### src/rtl/vec_mag_isqrt.sv
// vec_mag_isqrt: iterative, handshaked vector magnitude.
// Computes floor(sqrt(dx^2 + dy^2)) with a restoring digit-by-digit square
// root (one root bit per cycle, MSB first) and reports the remainder
// dx^2 + dy^2 - root^2.
// Optional build macro VEC_MAG_ROUND_EN: when defined, magnitude is rounded to
// nearest (root + 1 when rem > root). The remainder stays relative to the
// floor root.
module vec_mag_isqrt #(
    parameter int IN_W      = 8,
    parameter int SIGNED_IN = 0,
    localparam int OUT_W    = IN_W + 1,
    localparam int REM_W    = OUT_W + 1
) (
    input  logic             clk,
    input  logic             rst_n,
    input  logic             in_valid,
    output logic             in_ready,
    input  logic [IN_W-1:0]  dx,
    input  logic [IN_W-1:0]  dy,
    output logic             out_valid,
    input  logic             out_ready,
    output logic [OUT_W-1:0] magnitude,
    output logic [REM_W-1:0] remainder
);

    localparam int RAD_W = 2 * IN_W + 1;   // exact width of dx^2 + dy^2
    localparam int EXT_W = 2 * OUT_W;      // radicand padded to whole bit pairs
    localparam int ACC_W = REM_W + 2;      // shifted partial remainder
    localparam int CNT_W = $clog2(OUT_W);

    typedef enum logic [1:0] {IDLE, SQUARE, ITER, DONE} state_t;

    state_t             state_q, state_d;
    logic [IN_W-1:0]    a_q, a_d;
    logic [IN_W-1:0]    b_q, b_d;
    logic [EXT_W-1:0]   rad_q, rad_d;
    logic [OUT_W-1:0]   root_q, root_d;
    logic [REM_W-1:0]   rem_q, rem_d;
    logic [CNT_W-1:0]   cnt_q, cnt_d;
    logic [OUT_W-1:0]   mag_q, mag_d;
    logic [REM_W-1:0]   remo_q, remo_d;

    logic [IN_W-1:0]    dx_abs, dy_abs;
    logic [RAD_W-1:0]   sq_sum;
    logic [ACC_W-1:0]   rem_sh, trial;
    logic [OUT_W-1:0]   root_nx;
    logic [REM_W-1:0]   rem_nx;

    // Magnitude of the operands; the most negative value maps to 2^(IN_W-1),
    // which still fits in IN_W unsigned bits.
    generate
        if (SIGNED_IN != 0) begin : g_signed
            assign dx_abs = dx[IN_W-1] ? -dx : dx;
            assign dy_abs = dy[IN_W-1] ? -dy : dy;
        end else begin : g_unsigned
            assign dx_abs = dx;
            assign dy_abs = dy;
        end
    endgenerate

    // Full-width radicand and one restoring square-root step.
    always_comb begin
        sq_sum  = RAD_W'(a_q) * RAD_W'(a_q) + RAD_W'(b_q) * RAD_W'(b_q);
        rem_sh  = {rem_q, rad_q[{cnt_q, 1'b0} +: 2]};
        trial   = {1'b0, root_q, 2'b01};
        if (rem_sh >= trial) begin
            rem_nx  = REM_W'(rem_sh - trial);
            root_nx = {root_q[OUT_W-2:0], 1'b1};
        end else begin
            rem_nx  = REM_W'(rem_sh);
            root_nx = {root_q[OUT_W-2:0], 1'b0};
        end
    end

    // Next-state and datapath control.
    always_comb begin
        state_d = state_q;
        a_d     = a_q;
        b_d     = b_q;
        rad_d   = rad_q;
        root_d  = root_q;
        rem_d   = rem_q;
        cnt_d   = cnt_q;
        mag_d   = mag_q;
        remo_d  = remo_q;
        unique case (state_q)
            IDLE: begin
                if (in_valid) begin
                    a_d     = dx_abs;
                    b_d     = dy_abs;
                    state_d = SQUARE;
                end
            end
            SQUARE: begin
                rad_d   = EXT_W'(sq_sum);
                root_d  = '0;
                rem_d   = '0;
                cnt_d   = CNT_W'(OUT_W - 1);
                state_d = ITER;
            end
            ITER: begin
                root_d = root_nx;
                rem_d  = rem_nx;
                if (cnt_q == '0) begin
                    // Results are latched only on entry to DONE.
`ifdef VEC_MAG_ROUND_EN
                    mag_d = (rem_nx > {1'b0, root_nx}) ? root_nx + 1'b1 : root_nx;
`else
                    mag_d = root_nx;
`endif
                    remo_d  = rem_nx;
                    state_d = DONE;
                end else begin
                    cnt_d = cnt_q - 1'b1;
                end
            end
            DONE: begin
                if (out_ready) begin
                    state_d = IDLE;
                end
            end
            default: state_d = IDLE;
        endcase
    end

    // State and datapath registers, cleared asynchronously.
    always_ff @(posedge clk or negedge rst_n) begin
        if (!rst_n) begin
            state_q <= IDLE;
            a_q     <= '0;
            b_q     <= '0;
            rad_q   <= '0;
            root_q  <= '0;
            rem_q   <= '0;
            cnt_q   <= '0;
            mag_q   <= '0;
            remo_q  <= '0;
        end else begin
            state_q <= state_d;
            a_q     <= a_d;
            b_q     <= b_d;
            rad_q   <= rad_d;
            root_q  <= root_d;
            rem_q   <= rem_d;
            cnt_q   <= cnt_d;
            mag_q   <= mag_d;
            remo_q  <= remo_d;
        end
    end

    assign in_ready  = (state_q == IDLE);
    assign out_valid = (state_q == DONE);
    assign magnitude = mag_q;
    assign remainder = remo_q;

endmodule

### config.mk
export PLATFORM = sky130hd
export DESIGN_NAME = vec_mag_isqrt
export DESIGN_NICKNAME = d
export VERILOG_FILES = /design/src/rtl/vec_mag_isqrt.sv
export SDC_FILE = /design/constraint.sdc
export NUM_CORES = 1
export LEC_CHECK = 0
export CAP_MARGIN = 20
export CORE_ASPECT_RATIO = 1.5
export CORE_MARGIN = 5
export CORE_UTILIZATION = 40
export DETAILED_ROUTE_END_ITERATION = 8
export GPL_ROUTABILITY_DRIVEN = 0
export GPL_TIMING_DRIVEN = 0
export PLACE_DENSITY = 0.53
export SYNTH_ARGS = -nofsm -noshare
export SYNTH_HDL_FRONTEND = slang
export SYNTH_SLANG_ARGS = --single-unit
### constraint.sdc
create_clock -name clk -period 8.8 [get_ports clk]
set_input_delay 1.32 -clock clk [delete_from_list [all_inputs] [get_ports clk]]
set_output_delay 1.32 -clock clk [all_outputs]
set_load 0.02 [all_outputs]
==> flow_summary.json <==
{
  "via_per_inst": 5.21,
  "clockBufferDepth": 2,
  "multi_input_area_um2": 4760,
  "synthMuxAreaShare_pct": 6.96,
  "layout_setup_ws_ns": 2.23,
  "start_kind": "flip-flop",
  "drtPass1Iterations": 4,
  "drt-total-wl_um": 16900,
  "path_max_fanout": 10,
  "post-route-period-util_pct": 74.7,
  "critical_path_class": "reg2reg",
  "yosys.area.top_type": "dfrtp_1",
  "clockRootBuffer": "clkbuf_16",
  "wl_per_cell_um": 16.9,
  "overflow": 0,
  "hold_buffers": 0,
  "row_count": 60,
  "synth_commonest_cells": "132 x inv_1, 77 x dfrtp_1, 76 x fa_1",
  "die_h_um": 175,
  "synth_nets": 895,
  "status": "completed",
  "hp-class": "reg2reg",
  "ff2ff_setup_slack_ns": 2.23,
  "cts.sinks": 77,
  "first_iter_violations": 234,
  "vias": 5204,
  "sequential_cell_area_um2": 1930,
  "fp.dieW_um": 120,
  "syn_inst": 725,
  "synthTopCellsByArea": "dfrtp_1 26%, fa_1 21%, ha_1 13%",
  "final.min_clock_period_ns": 6.57,
  "synth_xor_area_share_pct": 2.41,
  "layout-drive-gt1-share_pct": 8.18,
  "ys_warn_count": 0,
  "core_um2": 17900,
  "synth_edf_count": 0,
  "post-synth-top-count-cell": "inv_1",
  "pre_cts_slack_ns": 2.10,
  "antennaDiodeCount": 0,
  "yosys.area_share.adder_pct": 33.6,
  "ant_nets": 0,
  "yosysSeqAreaShare_pct": 26.5,
  "post_cts_buffers": 0,
  "timing.rr.start": "a_q[5]",
  "setup-tns-final_ns": 0,
  "clock_skew_ns": 0.0155,
  "die_area_um2": 21000,
  "grt_max_degree": 49,
  "slew_headroom_pct": 43.8,
  "ys_ff_latch": 77,
  "areaGrowthSynthToFinish_pct": 14.1,
  "port_buffers": 40,
  "hpwl_um": 13900,
  "rsz0062_at_grt": "false",
  "syn_area_per_cell_um2": 10.0,
  "cap_violations": 0,
  "cp-end-kind": "flip-flop",
  "htree_levels": 3,
  "groute.usage.overall_pct": 17.1,
  "fmax_mhz": 152,
  "synth_compound_area_share_pct": 11.0,
  "critical_path_arrival_ns": 6.80,
  "holdWs_ns": 0.479,
  "reg2reg_depth": 18,
  "dpl_cell_area_um2": 7970,
  "synth_top_area_share_pct": 26.5,
  "min-delay-start": "remainder[9]",
  "ios": 41,
  "antenna_found_initial": 0,
  "drc_errors": 0,
  "synth_area_um2": 7280,
  "min_path_cells": 2,
  "cts_tree": "built",
  "layout.nets": 947,
  "worstPathRequired_ns": 9.03,
  "hold_end": "remainder[9]",
  "insertion_delay_ns": 0.35,
  "worstMarginPinSlew_ns": 0.838,
  "setup_violations": 0,
  "synth_async_sr_flop_share_pct": 100,
  "fill_cells": 1759,
  "synth.distinct_cells": 62,
  "yosys.area_share.simple_pct": 11.4,
  "fin_area_um2": 8300,
  "grt_pass1_vias": 5737,
  "grt_pass1_wl_um": 28300,
  "slew_violations": 0,
  "cts_resized": 0,
  "synth_top_family_by_area": "adder cells",
  "finalHoldViolations": 0,
  "postSynth.topFlopCell": "dfrtp_1",
  "cts_buffers": 9,
  "timing.rr.end": "rad_q[15]",
  "clkTransAtPathRegs_ns": 0.06,
  "initial_utilization_pct": 40.6
}
-- routing by layer --
| layer | vias up | global-route usage (%) | part of all wire, % | wire length (um) |
|---|---|---|---|---|
| met5 | - | 0 | 0 | 0 |
| met4 | 0 | 9.27 | 4.0 | 669 |
| met3 | 34 | 1.98 | 2.2 | 377 |
| met2 | 75 | 32.5 | 57 | 9640 |
| met1 | 2608 | 18.1 | 37 | 6200 |
| li1 | 2487 | - | - | - |
-- worst max-delay path by stage --
stage | slack [ns] | start | cells past startpoint | end
after CTS | 2.07 | a_q[5] | 18 | rad_q[15]
after global routing | 1.71 | a_q[3] | 18 | rad_q[15]
final | 2.23 | a_q[5] | 18 | rad_q[15]
after global placement | 2.25 | a_q[5] | 18 | rad_q[15]
after detailed placement | 2.10 | a_q[5] | 18 | rad_q[15]
after floorplan | 3.06 | a_q[5] | 18 | rad_q[15]
-- flip-flops by register name (all words and copies together), names as in the netlist --
register	flops
a_q	8
cnt_q	4
rem_q	10
magnitude	9
rad_q	17
b_q	8
root_q	9
remainder	10
state_q	2
-- kinds of logic after synthesis --
logic type / count (synthesis)
simple gates: 165
fa+ha+maj: 150
buf+inv: 153
compound gates: 119
flops: 77
mux: 41
xor+xnor: 20
-- metrics by stage --
| step | util, % | instances |
|---|---|---|
| after floorplan | - | 725 |
| after global placement | 44.3 | 982 |
| after detailed placement | 44.4 | 983 |
| after CTS | 46.3 | 999 |
| after global routing | 46.3 | 999 |
| final | 46.3 | 999 |
-- cells in the final DEF (no fill, tap or decap), drive strengths merged, types with 8 or more instances in the layout --
cell type,count
xor2,8
nand2,60
nand3,11
fa,76
inv,132
xnor2,12
buf,8
ha,74
and2,35
a21oi,19
clkbuf,26
dfrtp,77
clkdlybuf4s50,39
mux2,31
o21ai,40
nor2,21
-- layout make-up --
cell class,count,area share (%)
inverters,132,5.97
well taps,217,3.27
plain buffers,21,1.15
clock inverters,5,1.01
repair buffers,41,5.13
multi-input cells,495,57.3
flip-flops and latches,77,23.2
clock buffers,11,2.92
-- critical path, cell delays in order, from the launching register on --
cell and delay (ns):
dfrtp_1 0.33, clkbuf_1 0.36, nand2_1 0.20, fa_1 0.52, fa_1 0.55, inv_1 0.06, fa_1 0.52, fa_1 0.44
fa_1 0.55, inv_1 0.06, fa_1 0.54, inv_1 0.04, ha_1 0.33, o21a_1 0.20, a2111oi_0 0.62, o21ai_0 0.26
a2111oi_0 0.61, o211ai_1 0.13, o311ai_0 0.13
Power is not shown: default switching activity piles up to over one toggle a cycle in this logic, so the estimate is an artifact.
